$ cat config.mk
export PLATFORM = sky130hd
export DESIGN_NAME = lz_matcher_flat
export DESIGN_NICKNAME = d
export VERILOG_FILES = /design/src/rtl/lz_matcher_if.sv /design/src/rtl/lz_matcher.sv /design/src/flat_wrapper.sv
export SDC_FILE = /design/constraint.sdc
export NUM_CORES = 1
export LEC_CHECK = 0
export CAP_MARGIN = 20
export CORE_ASPECT_RATIO = 0.6
export CORE_MARGIN = 1.5
export CORE_UTILIZATION = 55
export DETAILED_ROUTE_END_ITERATION = 7
export GPL_TIMING_DRIVEN = 0
export PLACE_DENSITY = 0.72
export SETUP_SLACK_MARGIN = 0.5
export SYNTH_ARGS = -nofsm -noshare
export SYNTH_HDL_FRONTEND = slang
export SYNTH_SLANG_ARGS = --single-unit
$ cat constraint.sdc
create_clock -name clk -period 5.9 [get_ports clk]
set_input_delay 0.885 -clock clk [delete_from_list [all_inputs] [get_ports clk]]
set_output_delay 0.885 -clock clk [all_outputs]
set_load 0.01 [all_outputs]
$ cat src/rtl/lz_matcher_if.sv
// lz_matcher_if: literal-in / token-out handshake bundle for lz_matcher.
// in_* carry 4-bit literals in; tok_* carry 5-bit symbols + 6 extra bits out.
interface lz_matcher_if;
  logic       in_vld;
  logic [3:0] in_data;
  logic       in_last;
  logic       in_rdy;
  logic       tok_vld;
  logic [4:0] tok_data;
  logic [5:0] tok_ext;
  logic       tok_last;
  logic       tok_rdy;

  modport master (
    output in_vld, in_data, in_last, tok_rdy,
    input  in_rdy, tok_vld, tok_data, tok_ext, tok_last
  );

  modport slave (
    input  in_vld, in_data, in_last, tok_rdy,
    output in_rdy, tok_vld, tok_data, tok_ext, tok_last
  );
endinterface

$ cat src/rtl/lz_matcher.sv
// lz_matcher: greedy LZ77 matcher over a WIN-deep shift-register history.
// Ports: clk, rst_n (async, active-low), bus (slave side of lz_matcher_if).
module lz_matcher #(
  parameter int WIN = 16
) (
  input logic         clk,
  input logic         rst_n,
  lz_matcher_if.slave bus
);
  localparam int IW = $clog2(WIN);
  localparam int FW = $clog2(WIN + 1);

  typedef enum logic [2:0] {
    ACCUM,
    EMIT_LEN,
    EMIT_DIST,
    EMIT_LIT,
    FLUSH_LAST
  } state_t;

  state_t         r_state;
  logic [3:0]     r_hist [WIN];
  logic [FW-1:0]  r_fill;
  logic [4:0]     r_len;
  logic [WIN-1:0] r_mask;
  logic           r_tok_vld;
  logic [4:0]     r_tok_data;
  logic [5:0]     r_tok_ext;
  logic           r_tok_last;
  logic [8:0]     r_dq;
  logic [1:0]     r_lit_idx;
  logic [1:0]     r_lit_cnt;
  logic           r_final;
  logic           r_pend;

  function automatic logic [IW-1:0] lowbit(
    input logic [WIN-1:0] v
  );
    logic [IW-1:0] r;
    r = '0;
    for (int i = WIN - 1; i >= 0; i--)
      if (v[i]) r = IW'(i);
    return r;
  endfunction

  logic           w_acc;
  logic [WIN-1:0] w_eq;
  logic [WIN-1:0] w_m;
  logic           w_hit;
  logic           w_max;
  logic [4:0]     w_nlen;
  logic [WIN-1:0] w_nmask;
  logic [3:0]     w_nhist [WIN];
  logic [3:0]     w_hv [WIN];

  assign w_acc = bus.in_vld && (r_state == ACCUM);

  always_comb begin
    w_eq = '0;
    for (int d = 0; d < WIN; d++)
      w_eq[d] = (bus.in_data == r_hist[d]) &&
                (d < int'(r_fill));
  end

  assign w_m   = (r_len == 5'd0) ? w_eq : (r_mask & w_eq);
  assign w_hit = |w_m;
  assign w_max = w_hit && (r_len == 5'd17);

  always_comb begin
    w_nlen  = 5'd1;
    w_nmask = w_eq;
    if (w_max) begin
      w_nlen  = 5'd0;
      w_nmask = '0;
    end else if (w_hit) begin
      w_nlen  = r_len + 5'd1;
      w_nmask = w_m;
    end
  end

  // Emission starting in ACCUM sees the post-shift window;
  // FLUSH_LAST sees the already-shifted registers.
  always_comb begin
    w_nhist[0] = bus.in_data;
    for (int i = 1; i < WIN; i++)
      w_nhist[i] = r_hist[i-1];
    for (int i = 0; i < WIN; i++)
      w_hv[i] = (r_state == ACCUM) ? w_nhist[i] : r_hist[i];
  end

  logic          w_st_go;
  logic          w_st_match;
  logic          w_st_final;
  logic          w_st_pend;
  logic [3:0]    w_st_lc;
  logic [IW-1:0] w_st_dq;
  logic [1:0]    w_st_idx;
  logic [1:0]    w_st_cnt;

  always_comb begin
    w_st_go    = 1'b0;
    w_st_match = 1'b0;
    w_st_final = 1'b0;
    w_st_pend  = 1'b0;
    w_st_lc    = '0;
    w_st_dq    = '0;
    w_st_idx   = '0;
    w_st_cnt   = '0;
    if (r_state == FLUSH_LAST) begin
      w_st_go    = 1'b1;
      w_st_match = (r_len >= 5'd3);
      w_st_lc    = r_len[3:0] - 4'd3;
      w_st_dq    = lowbit(r_mask);
      w_st_cnt   = r_len[1:0];
      w_st_idx   = r_len[1:0] - 2'd1;
      w_st_final = 1'b1;
    end else if (w_acc) begin
      if (w_max) begin
        w_st_go    = 1'b1;
        w_st_match = 1'b1;
        w_st_lc    = 4'd15;
        w_st_dq    = lowbit(w_m);
        w_st_final = bus.in_last;
      end else if (!w_hit && r_len >= 5'd3) begin
        w_st_go    = 1'b1;
        w_st_match = 1'b1;
        w_st_lc    = r_len[3:0] - 4'd3;
        w_st_dq    = lowbit(r_mask);
        w_st_pend  = bus.in_last;
      end else if (!w_hit && r_len != 5'd0) begin
        // old 1..2 symbol run sits one slot deeper after the shift
        w_st_go    = 1'b1;
        w_st_cnt   = r_len[1:0];
        w_st_idx   = r_len[1:0];
        w_st_pend  = bus.in_last;
      end else if (bus.in_last) begin
        w_st_go    = 1'b1;
        w_st_match = (w_nlen >= 5'd3);
        w_st_lc    = w_nlen[3:0] - 4'd3;
        w_st_dq    = lowbit(w_nmask);
        w_st_cnt   = w_nlen[1:0];
        w_st_idx   = w_nlen[1:0] - 2'd1;
        w_st_final = 1'b1;
      end
    end
  end

  logic [4:0] w_st_data;
  logic       w_st_last;
  logic       w_done;

  assign w_st_data = w_st_match ? {1'b1, w_st_lc}
                                : {1'b0, w_hv[IW'(w_st_idx)]};
  assign w_st_last = !w_st_match && w_st_final &&
                     (w_st_cnt == 2'd1);

  assign w_done = bus.tok_rdy &&
                  ((r_state == EMIT_DIST) ||
                   (r_state == EMIT_LIT && r_lit_cnt <= 2'd1));

  always_ff @(posedge clk or negedge rst_n) begin
    if (!rst_n) begin
      r_state    <= ACCUM;
      for (int i = 0; i < WIN; i++)
        r_hist[i] <= '0;
      r_fill     <= '0;
      r_len      <= '0;
      r_mask     <= '0;
      r_tok_vld  <= 1'b0;
      r_tok_data <= '0;
      r_tok_ext  <= '0;
      r_tok_last <= 1'b0;
      r_dq       <= '0;
      r_lit_idx  <= '0;
      r_lit_cnt  <= '0;
      r_final    <= 1'b0;
      r_pend     <= 1'b0;
    end else begin
      if (w_acc) begin
        for (int i = 0; i < WIN; i++)
          r_hist[i] <= w_nhist[i];
        if (r_fill != FW'(WIN))
          r_fill <= r_fill + 1'b1;
        r_len  <= w_nlen;
        r_mask <= w_nmask;
      end
      unique case (r_state)
        ACCUM, FLUSH_LAST: begin
          if (w_st_go) begin
            r_tok_vld  <= 1'b1;
            r_tok_data <= w_st_data;
            r_tok_ext  <= '0;
            r_tok_last <= w_st_last;
            r_dq       <= 9'(w_st_dq);
            r_lit_idx  <= w_st_idx;
            r_lit_cnt  <= w_st_cnt;
            r_final    <= w_st_final;
            r_pend     <= w_st_pend;
            r_state    <= w_st_match ? EMIT_LEN : EMIT_LIT;
          end
        end
        EMIT_LEN: begin
          if (bus.tok_rdy) begin
            r_tok_data <= {2'b00, r_dq[8:6]};
            r_tok_ext  <= r_dq[5:0];
            r_tok_last <= r_final;
            r_state    <= EMIT_DIST;
          end
        end
        EMIT_DIST: begin
        end
        EMIT_LIT: begin
          if (bus.tok_rdy && r_lit_cnt > 2'd1) begin
            r_lit_idx  <= r_lit_idx - 2'd1;
            r_lit_cnt  <= r_lit_cnt - 2'd1;
            r_tok_data <= {1'b0, r_hist[IW'(r_lit_idx - 2'd1)]};
            r_tok_last <= r_final && (r_lit_cnt == 2'd2);
          end
        end
      endcase
      if (w_done) begin
        r_tok_vld  <= 1'b0;
        r_tok_data <= '0;
        r_tok_ext  <= '0;
        r_tok_last <= 1'b0;
        r_state    <= (!r_final && r_pend) ? FLUSH_LAST : ACCUM;
        if (r_final) begin
          for (int i = 0; i < WIN; i++)
            r_hist[i] <= '0;
          r_fill  <= '0;
          r_len   <= '0;
          r_mask  <= '0;
          r_pend  <= 1'b0;
          r_final <= 1'b0;
        end
      end
    end
  end

  assign bus.in_rdy   = (r_state == ACCUM);
  assign bus.tok_vld  = r_tok_vld;
  assign bus.tok_data = r_tok_data;
  assign bus.tok_ext  = r_tok_ext;
  assign bus.tok_last = r_tok_last;
endmodule

$ cat src/flat_wrapper.sv
// flat-port wrapper written by rule: the top's interface ports become plain ports
module lz_matcher_flat 
#(
  parameter int WIN = 16
)
  (clk, rst_n, bus_in_vld, bus_in_data, bus_in_last, bus_tok_rdy, bus_in_rdy, bus_tok_vld, bus_tok_data, bus_tok_ext, bus_tok_last);
  lz_matcher_if bus_i ();
  input logic clk;
  input logic rst_n;
  input wire logic [$bits(bus_i.in_vld)-1:0] bus_in_vld;
  input wire logic [$bits(bus_i.in_data)-1:0] bus_in_data;
  input wire logic [$bits(bus_i.in_last)-1:0] bus_in_last;
  input wire logic [$bits(bus_i.tok_rdy)-1:0] bus_tok_rdy;
  output wire logic [$bits(bus_i.in_rdy)-1:0] bus_in_rdy;
  output wire logic [$bits(bus_i.tok_vld)-1:0] bus_tok_vld;
  output wire logic [$bits(bus_i.tok_data)-1:0] bus_tok_data;
  output wire logic [$bits(bus_i.tok_ext)-1:0] bus_tok_ext;
  output wire logic [$bits(bus_i.tok_last)-1:0] bus_tok_last;
  assign bus_i.in_vld = bus_in_vld;
  assign bus_i.in_data = bus_in_data;
  assign bus_i.in_last = bus_in_last;
  assign bus_i.tok_rdy = bus_tok_rdy;
  assign bus_in_rdy = bus_i.in_rdy;
  assign bus_tok_vld = bus_i.tok_vld;
  assign bus_tok_data = bus_i.tok_data;
  assign bus_tok_ext = bus_i.tok_ext;
  assign bus_tok_last = bus_i.tok_last;
  lz_matcher #(.WIN(WIN)) u_core (.clk(clk), .rst_n(rst_n), .bus(bus_i));
endmodule
## After elaboration in Yosys (flattened, before gate mapping)

Cells that the tools add are included.

| storage, ports and cells | value |
|---|---|
| memories | 0 |
| input bits | 9 |
| memory bits (read-only) | 0 |
| word-level logic and storage cells | 310 |
| bits in writable memories | 0 |
| bits in registers | 116 |
| latch bits | 0 |

| operators by class | value |
|---|---|
| magnitude comparators | 22 |
| bitwise operators | 3 |
| eq/ne operators | 29 |
| divide/modulo/power cells | 0 |
| $mul | 0 |
| shifts and indexed selects | 0 |
| multiplexer cells | 172 |
| $add $sub $neg | 9 |
| reduce and logical (&&, ||, !) cells | 46 |

Operators by type and width:

| operator | number |
|---|---|
| two-way mux 4 bit | 80 |
| two-way mux 64 bit | 3 |
| two-way mux 16 bit | 6 |
| two-way mux 5 bit | 14 |
| == test 4 bit | 16 |
| less-than comparator 4 x 5 -> 1 bit, first input constant | 8 |
| two-way mux 1 bit | 37 |
| two-way mux 2 bit | 17 |
| binary-select mux 4 bit (select 4 bit) | 2 |
| logical AND 1 bit | 27 |
| less-than comparator 3 x 5 -> 1 bit, first input constant | 4 |
| two-way mux 6 bit | 3 |
| AND 16 bit | 1 |
| OR reduction 16 bit | 1 |
| one-hot mux 5 bit (3 select lines) | 1 |
| two-way mux 3 bit | 4 |
| one-hot mux 6 bit (2 select lines) | 1 |
| adder 5 x 1 -> 5 bit, second input constant | 2 |
| >= comparator 5 x 2 -> 1 bit, second input constant | 2 |
| >= comparator 5 bit, second input constant | 2 |
| less-than comparator 1 x 5 -> 1 bit, first input constant | 2 |
| less-than comparator 2 x 5 -> 1 bit, first input constant | 2 |
| one-hot mux 2 bit (2 select lines) | 2 |
| subtractor 2 x 1 -> 2 bit, second input constant | 4 |
| other kinds (31) | 40 |

## Logic depth before layout (Yosys ltp)

Gate-level depths: netlist of the first run.

| logic depth | value |
|---|---|
| word-level depth | 29 |
| gate-level depth with buffers | 21 |
| gate-level depth less buffers | 16 |

## Least setup slack after synthesis of the first run

OpenSTA, ideal clock, no wires.

| path | value |
|---|---|
| path kind | input -> register |
| start point | in bus_in_data[2] |
| end point | reg u_core.r_tok_data[2], in the netlist u_core.bus.tok_data[2] |
| path slack | 1497 ps |
| buffers on the path | 6 |
| cell stages on the path | 19 |
| required time | 5774 ps |
| arrival time | 4276 ps |
| cell sequence | buf_4 -> buf_4 -> xnor2_1 -> nand2_1 -> nor3_1 -> nor4_4 -> nand4_4 -> buf_6 -> buf_4 -> buf_4 -> o21ai_0 -> ha_1 -> a211o_1 -> a21oi_1 -> o21ai_0 -> a21o_1 -> buf_2 -> a221o_1 -> a311o_1 |

| between the ends | value |
|---|---|
| longest elaborated chain between the ends | 22 |
| elaborated cells between the ends (all ways) | 78 |
| those cells by class | 2 x add/sub; 1 x order compare; 17 x eq/ne; 34 x mux; 2 x bitwise; 22 x reduce/logical |

RTL lines:

| what | line | text |
|---|---|---|
| from (decl) | flat_wrapper.sv:11 | `input wire logic [$bits(bus_i.in_data)-1:0] bus_in_data;` |
| == test 4 bit | lz_matcher.sv:61 | `w_eq[d] = (bus.in_data == r_hist[d]) &&` |
| logical AND 1 bit | lz_matcher.sv:61 |  |
| AND 16 bit | lz_matcher.sv:65 | `assign w_m = (r_len == 5'd0) ? w_eq : (r_mask & w_eq);` |
| two-way mux 16 bit | lz_matcher.sv:65 |  |
| OR reduction 16 bit | lz_matcher.sv:66 | `assign w_hit = \|w_m;` |
| two-way mux 5 bit or logical AND 1 bit (tied branches) | lz_matcher.sv:75, lz_matcher.sv:67 |  |
| two-way mux 5 bit | lz_matcher.sv:72 | `if (w_max) begin` |
| subtractor 2 x 1 -> 2 bit | lz_matcher.sv:142 | `w_st_idx = w_nlen[1:0] - 2'd1;` |
| [5 not listed] | -- |  |
| two-way mux 2 bit | lz_matcher.sv:109 | `if (r_state == FLUSH_LAST) begin` |
| inverter 2 -> 5 bit (not written as such) | lz_matcher.sv:153 | `: {1'b0, w_hv[IW'(w_st_idx)]};` |
| binary-select mux 4 bit (select 4 bit) | lz_matcher.sv:153 |  |
| two-way mux 4 bit (not written as such) (2 in series) | lz_matcher.sv:153 |  |
| two-way mux 5 bit | lz_matcher.sv:152 | `assign w_st_data = w_st_match ? {1'b1, w_st_lc}` |
| two-way mux 5 bit | lz_matcher.sv:189 | `if (w_st_go) begin` |
| one-hot mux 5 bit (3 select lines) | lz_matcher.sv:187 | `unique case (r_state)` |
| two-way mux 5 bit | lz_matcher.sv:221 | `if (w_done) begin` |
| to (signal assigned) | lz_matcher.sv:191 | `r_tok_data <= w_st_data;` |
| to (signal assigned) | lz_matcher.sv:204 | `r_tok_data <= {2'b00, r_dq[8:6]};` |
| to (signal assigned) | lz_matcher.sv:216 | `r_tok_data <= {1'b0, r_hist[IW'(r_lit_idx - 2'd1)]};` |
| to (decl) | lz_matcher.sv:27 | `logic [4:0] r_tok_data;` |

Several ways; a longest one is shown, not always the timed one. The select of a mux whose other input is x is not followed.
A chain may end at the register's enable or synchronous reset.

## Worst setup path after layout of the first run

| path | value |
|---|---|
| start point | in bus_in_data[2] |
| end point | reg u_core.r_tok_data[1], in the netlist u_core.bus.tok_data[1] |

| between the ends | value |
|---|---|
| longest elaborated chain between the ends | 22 |
| elaborated cells between the ends (all ways) | 77 |
| those cells by class | 2 x add/sub; 1 x order compare; 17 x eq/ne; 33 x mux; 2 x bitwise; 22 x reduce/logical |

RTL lines:

| what | line |
|---|---|
| == test 4 bit | lz_matcher.sv:61 |
| logical AND 1 bit | lz_matcher.sv:61 |
| AND 16 bit | lz_matcher.sv:65 |
| two-way mux 16 bit * | lz_matcher.sv:65 |
| OR reduction 16 bit * | lz_matcher.sv:66 |
| two-way mux 5 bit or logical AND 1 bit (tied branches) | lz_matcher.sv:75, lz_matcher.sv:67 |
| two-way mux 5 bit | lz_matcher.sv:72 |
| subtractor 2 x 1 -> 2 bit | lz_matcher.sv:142 |
| [5 not listed] | -- |
| two-way mux 2 bit | lz_matcher.sv:109 |
| inverter 2 -> 5 bit (not written as such) | lz_matcher.sv:153 |
| binary-select mux 4 bit (select 4 bit) | lz_matcher.sv:153 |
| two-way mux 4 bit (not written as such) (2 in series) | lz_matcher.sv:153 |
| two-way mux 5 bit | lz_matcher.sv:152 |
| two-way mux 5 bit | lz_matcher.sv:189 |
| one-hot mux 5 bit (3 select lines) | lz_matcher.sv:187 |
| two-way mux 5 bit | lz_matcher.sv:221 |

Mark *: on every way between the ends. The rest lies on a longest branch, timed or not. The select of a mux whose other input is x is not followed.

==> impl_metrics.env, run 1 <==
export IMPL_status="complete, no violations"
export IMPL_clock_tree_htree_level_count=4
export IMPL_grt_overflow_total=0
export IMPL_via_per_inst=6.404
export IMPL_syn_avg_cell_area_um2=8.125
export IMPL_synth_seq_area_share=0.3642
export IMPL_max_clock_freq_ghz=0.1967
export IMPL_layout_common_cells="nand2_1, a21oi_1, dfrtp_1, nor2_1, xnor2_1"
export IMPL_drc_errors=0
export IMPL_cp_max_fo=10
export IMPL_start_kind="input port"
export IMPL_leakagePower_nw=3.653
export IMPL_required_ps=6170
export IMPL_hpwl_um=19030
export IMPL_cts_sinks=114
export IMPL_utilization=0.6460
export IMPL_grt_pass1_wl_um=40830
export IMPL_worstPathArrival_ps=5350
export IMPL_final_common_cell="nand2_1"
export IMPL_r2r_start="u_core.r_len[0]"
export IMPL_worstHoldPathType="in -> async"
export IMPL_fill_cells=1170
export IMPL_pre_cts_slack_ps=528.6
export IMPL_place_congestion=1.030
export IMPL_async_flop_share=1.000
export IMPL_n_antenna_cell=0
export IMPL_drt_pass1_iterations=6
export IMPL_synth_top_area_frac=0.3642
export IMPL_ant_nets=0
export IMPL_cts_buffers=17
export IMPL_ys_types=84
export IMPL_drv_cap=0
export IMPL_dieArea_um2=14990
export IMPL_fin_nets=1020
export IMPL_synth_seq_cells=114
export IMPL_finalSetupViolCount=0
export IMPL_io_buffer_count=15
export IMPL_track_usage=0.3727
export IMPL_fin_ws_ps=815.4
export IMPL_hold_violations=0
export IMPL_fin_total_pwr_w=0.004413
export IMPL_via_count=7730
export IMPL_multi_input_area_um2=4556
export IMPL_cts_clk_slew_worst_paths_ps=60
export IMPL_finalMaxSlewViolations=0
export IMPL_reg2reg_slack_ps=890
export IMPL_die_x_um=157.1
export IMPL_fin_crit_sh=0.8618
export IMPL_r2r_end="u_core.bus.tok_data[1]"
export IMPL_rsz0062_at_grt="false"
export IMPL_synth_area_top_cells="dfrtp_1, nand2_1, a21oi_1, xnor2_1, nor2_1"
export IMPL_powerDensity_nw_per_um2=495.4
export IMPL_tns_ps=0
export IMPL_clock_latency_ps=430
export IMPL_ios=23
export IMPL_die_h_um=95.44
export IMPL_syn_inst=964
export IMPL_critPathKind="in -> reg"
export IMPL_post_drt_wl_per_cell_um=21.97
export IMPL_drt_iter0_drc=1298
export IMPL_antenna_found_initial=0
export IMPL_cp_end_kind="flop"
export IMPL_fin_cells=1207
export IMPL_finClkSkew_ps=12.05
export IMPL_ir_drop_mv=0.2871
export IMPL_grt_max_degree=85
export IMPL_cts_tree="yes"
export IMPL_period_needed_ps=5085
export IMPL_rows=33
export IMPL_synth_area_um2=7833
export IMPL_synth_top_area_cell="dfrtp_1"
export IMPL_initial_core_util=0.5680
export IMPL_dpl_cell_count=1173
export IMPL_clockRootBuffer="clkbuf_16"
export IMPL_reg2regPathDepth=19
export IMPL_ys_flop_type="dfrtp_1"
export IMPL_yosysWarnings=0
export IMPL_register_area_um2=2853
export IMPL_fp_coreArea_um2=13790
export IMPL_wirelength_um=26520
export IMPL_area_growth_synth_to_final_pct=13.74
export IMPL_final_layout_size_suffix_gt1_frac=0.09557
export IMPL_grt_pass1_vias=7019
export IMPL_worstMarginPinSlew_ps=1121
export IMPL_max_slew_margin_rel=0.2507
export IMPL_cts_buffer_depth=2
export IMPL_synth_edf_count=0
==> synth_stat cells (7+ instances only) <==
cell,count
nand2_1,207
a21oi_1,123
dfrtp_1,114
nor2_1,76
xnor2_1,49
clkbuf_1,47
o21ai_0,30
nor3_1,27
xor2_1,22
inv_1,21
nand3_1,14
a211oi_1,12
buf_4,11
nor4_1,11
a211o_1,9
ha_1,9
mux4_2,8
o211ai_1,8
o22ai_1,8
o31ai_1,8
or3_1,8
nand4_1,7
nor2b_1,7
==> critical path, stage by stage <==
cell	delay, ps
buf_4	180
buf_4	220
xor2_1	170
nor4_1	650
o211ai_1	270
and4bb_2	350
nand4_4	110
buf_6	170
buf_4	200
buf_4	210
o21ai_0	140
ha_1	300
a211o_1	240
a21oi_1	140
o21ai_0	80
a21o_1	200
buf_2	200
a21boi_0	150
a2bb2oi_1	250
o221ai_1	220
==> through the flow <==
stage | instance area, um2 | hold WS (ps)
CTS | 8871 | 338.5
floorplan | 7836 | 448.9
finish | 8909 | 331.7
global placement | 8227 | 474.1
detailed placement | 8255 | 470.6
global route | 8909 | 350.8
==> final cells by class <==
cell class,instances,area share
plain buffers,71,0.04031
clock buffers,18,0.04930
clock inverters,14,0.01980
inverters,21,0.008848
multi-input cells,759,0.5114
flip-flops and latches,114,0.3202
well taps,192,0.02697
repair buffers,18,0.02317
==> worst max path at each step <==
stage,slack [ps],cells past startpoint,start,end
after floorplan,1500,19,bus_in_data[2],u_core.bus.tok_data[2]
after global placement,-590,1,rst_n,u_core.bus.tok_vld
after detailed placement,530,19,bus_in_data[2],u_core.bus.tok_data[2]
after CTS,760,21,u_core.r_len[0],u_core.bus.tok_data[1]
after global routing,590,20,bus_in_data[2],u_core.bus.tok_data[1]
final,820,20,bus_in_data[2],u_core.bus.tok_data[1]
==> metal layers <==
metal  vias up  global-route usage  wire (um)
li1       3474                   -          -
met1      3652              0.5788      12060
met2       540              0.4742      10010
met3        64              0.1286       3904
met4         0              0.1022        549
met5         -                   0          0
==> sequential cells by signal, summed over array words and instances (netlist names) <==
name,count
u_core.bus.tok_last,1
u_core.bus.tok_ext,4
u_core.r_mask,16
u_core.r_dq,4
u_core.r_fill,5
u_core.r_pend,1
u_core.r_len,5
u_core.r_hist,64
u_core.r_state,3
u_core.r_final,1
u_core.bus.tok_vld,1
u_core.r_lit_cnt,2
u_core.bus.tok_data,5
u_core.r_lit_idx,2
==> power breakdown <==
group | switching (W) | total [W] | internal [W]
combinational | 0.00129 | 0.00204 | 0.000758
sequential | 0.000277 | 0.00127 | 0.000989
clock | 0.000423 | 0.00110 | 0.000681
==> kinds of logic (layout without fill, tap and decap cells) <==
group                    count (synthesis)  after routing  synth area share
multiplexers                            17             17           0.03546
AND/OR/NAND/NOR                        394            394            0.2313
buffers and inverters                   92            142           0.05591
XOR/XNOR                                71             71           0.07939
adder cells (fa/ha/maj)                  9              9           0.01438
flip-flops                             114            114            0.3642
AO/OA/AOI/OAI                          266            266            0.2189
other                                    1              2         0.0004788
==> what timing repair did <==
item	CTS	global route
buffers inserted	0	2
setup endpoints to repair	0	5
resized for setup	0	2
hold buffers	0	0
Note: power is estimated with default switching activity, not from simulation.
==> run 2: changes to the inputs <==
--- a/config.mk
+++ b/config.mk
@@ -5,13 +5,15 @@
 export SDC_FILE = /design/constraint.sdc
 export NUM_CORES = 1
 export LEC_CHECK = 0
+export ABC_CLOCK_PERIOD_IN_PS = 4450
 export CAP_MARGIN = 20
 export CORE_ASPECT_RATIO = 0.6
 export CORE_MARGIN = 1.5
 export CORE_UTILIZATION = 55
+export CTS_CLUSTER_SIZE = 20
 export DETAILED_ROUTE_END_ITERATION = 7
 export GPL_TIMING_DRIVEN = 0
-export PLACE_DENSITY = 0.72
+export PLACE_DENSITY = 0.75
 export SETUP_SLACK_MARGIN = 0.5
 export SYNTH_ARGS = -nofsm -noshare
 export SYNTH_HDL_FRONTEND = slang
==> constraint.sdc (replaced) <==
create_clock -name clk -period 4.45 [get_ports clk]
set_input_delay 0.6675 -clock clk [delete_from_list [all_inputs] [get_ports clk]]
set_output_delay 0.6675 -clock clk [all_outputs]
set_load 0.01 [all_outputs]
==> run 2 against run 1 <==
  * Highest routed layer unchanged
  * Register-to-register slack worse by 460 ps
  * Via count up 3.8%
  * Wire length up 3.4%
==> impl_metrics.env, run 2 (same netlist as run 1, synthesis figures left out) <==
export IMPL_via_per_inst=6.507
export IMPL_max_slew_margin_rel=0.2398
export IMPL_p_seq_frac=0.281
export IMPL_place_congestion=1.033
export IMPL_clockRootBuffer="clkbuf_16"
export IMPL_clock_tree_htree_level_count=4
export IMPL_fin_total_pwr_w=0.006003
export IMPL_ant_nets=0
export IMPL_drt_iter0_drc=1115
export IMPL_cts_clk_slew_worst_paths_ps=70
export IMPL_worstMarginPinSlew_ps=1137
export IMPL_post_drt_wl_per_cell_um=22.24
export IMPL_finalSetupViolCount=0
export IMPL_hpwl_um=18520
export IMPL_grt_max_degree=86
export IMPL_fin_nets=1046
export IMPL_ios=23
export IMPL_worstPathArrival_ps=4330
export IMPL_switching_share=0.4584
export IMPL_rows=33
export IMPL_p_int_w=0.003251
export IMPL_p_comb_frac=0.493
export IMPL_cts_sinks=114
export IMPL_path_common_cell="buf_6"
export IMPL_cp_max_fo=6
export IMPL_cp_end_kind="flop"
export IMPL_via_count=8023
export IMPL_worstHoldPathType="in -> async"
export IMPL_drc_errors=0
export IMPL_hold_violations=0
export IMPL_fill_cells=1145
export IMPL_io_buffer_count=15
export IMPL_wirelength_um=27420
export IMPL_dieArea_um2=14990
export IMPL_final_area_um2=9270
export IMPL_powerDensity_nw_per_um2=647.5
export IMPL_drv_cap=0
export IMPL_top_regs="u_core.r_hist: 64 flops, u_core.r_mask: 16 flops"
export IMPL_grt_pass1_wl_um=41630
export IMPL_ir_drop_mv=0.3451
export IMPL_n_antenna_cell=0
export IMPL_max_clock_freq_ghz=0.2486
export IMPL_setup_worst_path_start="u_core.r_len[1]"
export IMPL_largest_reg_flops=64
export IMPL_finalMaxSlewViolations=0
export IMPL_grt_overflow_total=0
export IMPL_r2r_start="u_core.r_len[1]"
export IMPL_antenna_found_initial=0
export IMPL_finClkSkew_ps=16.46
export IMPL_grt_pass1_vias=7251
export IMPL_largest_register="u_core.r_hist"
export IMPL_cts_tree="yes"
export IMPL_area_growth_synth_to_final_pct=18.35
export IMPL_rsz0062_at_grt="true"
export IMPL_max_stage_delay_ps=420
export IMPL_switchingPower_w=0.002751
export IMPL_crit_end="u_core.bus.tok_data[2]"
export IMPL_final_common_cell="nand2_1"
export IMPL_multi_input_area_um2=4723
export IMPL_fp_coreArea_um2=13790
export IMPL_clock_latency_ps=430
export IMPL_start_kind="flop"
export IMPL_clkPwrFrac=0.227
export IMPL_required_ps=4760
export IMPL_period_needed_ps=4023
export IMPL_status="complete, no violations"
export IMPL_r2r_end="u_core.bus.tok_data[2]"
export IMPL_fin_crit_sh=0.9040
export IMPL_initial_core_util=0.5680
export IMPL_reg2reg_slack_ps=430
export IMPL_critPathKind="reg -> reg"
export IMPL_reg2regPathDepth=20
export IMPL_cts_hold_buf=0
export IMPL_place_area_um2=8294
export IMPL_hold_ws_ps=121.2
export IMPL_final_layout_size_suffix_gt1_frac=0.1441
export IMPL_layout_common_cells="nand2_1, a21oi_1, dfrtp_1, nor2_1, xnor2_1"
export IMPL_cts_buffers=17
export IMPL_leakagePower_nw=3.792
export IMPL_crit_chain="inv_2 -> ha_4 -> nor4b_4 -> buf_6 -> buf_6 -> o211ai_1 -> nor2_4 -> nor4_4 -> nand4_4 -> buf_8 -> buf_8 -> and3_4 -> ha_4 -> a211o_1 -> a21oi_2 -> o21ai_1 -> a21o_1 -> buf_6 -> a221o_1 -> a311o_1"
export IMPL_drt_pass1_iterations=7
export IMPL_die_h_um=95.44
export IMPL_cts_buffer_depth=2
export IMPL_cp_slowest_cell="dfrtp_2"
export IMPL_track_usage=0.3762
export IMPL_die_x_um=157.1
export IMPL_register_area_um2=2856
## run 2: repair_timing
item | 4_1_cts | 5_1_grt
pin swaps | 7 | 15
setup endpoints to repair | 9 | 10
resized for setup | 30 | 15
gates cloned | 0 | 1
endpoints found under the hold margin | 0 | 0
setup buffers | 17 | 10
## run 2: per-layer routing
layer	GRT usage	wire [um]	vias to the layer above
li1	-	-	3527
met1	0.5722	11860	3789
met2	0.5070	10720	632
met3	0.1018	4142	75
met4	0.1266	695	0
met5	0	0	-
## run 2: area by class of cell
type	instances	area share
repair buffers	44	0.04279
well taps	192	0.02591
plain buffers	71	0.04360
inverters	21	0.008773
flip-flops and latches	114	0.3081
clock buffers	19	0.04778
clock inverters	13	0.01350
multi-input cells	759	0.5095
## run 2: stage by stage
step / worst slack [ps] / cells / setup TNS [ps] / utilization
after floorplan: 500.6 / 965 / 0 / -
after global placement: -1777 / 1172 / -202930 / 0.5993
after detailed placement: -449.4 / 1173 / -2165 / 0.6014
after CTS: 525.5 / 1222 / 0 / 0.6617
after global routing: 358.0 / 1233 / 0 / 0.6722
final: 427.2 / 1233 / 0 / 0.6722
## run 2: power groups by stage
| stage | Sequential [W] | Clock, W | Combinational [W] |
|---|---|---|---|
| final | 0.00168 | 0.00136 | 0.00296 |
| after global routing | 0.00170 | 0.00140 | 0.00316 |
| after CTS | 0.00166 | 0.00136 | 0.00276 |
| after detailed placement | 0.00167 | 0 | 0.00256 |
| after global placement | 0.00166 | 0 | 0.00253 |
| after floorplan | 0.00156 | 0 | 0.00186 |
## run 2: worst min-delay path by stage
stage                                         to  depth (start not counted)  slack [ps]                    from
after floorplan           u_core.bus.tok_data[0]                          0         370                   rst_n
after global placement    u_core.bus.tok_data[4]                          2         470  u_core.bus.tok_data[4]
after detailed placement  u_core.bus.tok_data[4]                          2         480  u_core.bus.tok_data[4]
after CTS                      u_core.r_state[1]                          1         130                   rst_n
after global routing           u_core.r_state[1]                          1         140                   rst_n
final                          u_core.r_state[1]                          1         120                   rst_n
## run 2: critical path, delay by kind of cell (launching register included)
kind | cells | cell delay (ps)
DFF | 1 | 420
adders and majority gates | 2 | 320
and+or+nand+nor | 5 | 860
buffers and inverters | 6 | 740
AOI/OAI and AO/OA | 7 | 1530
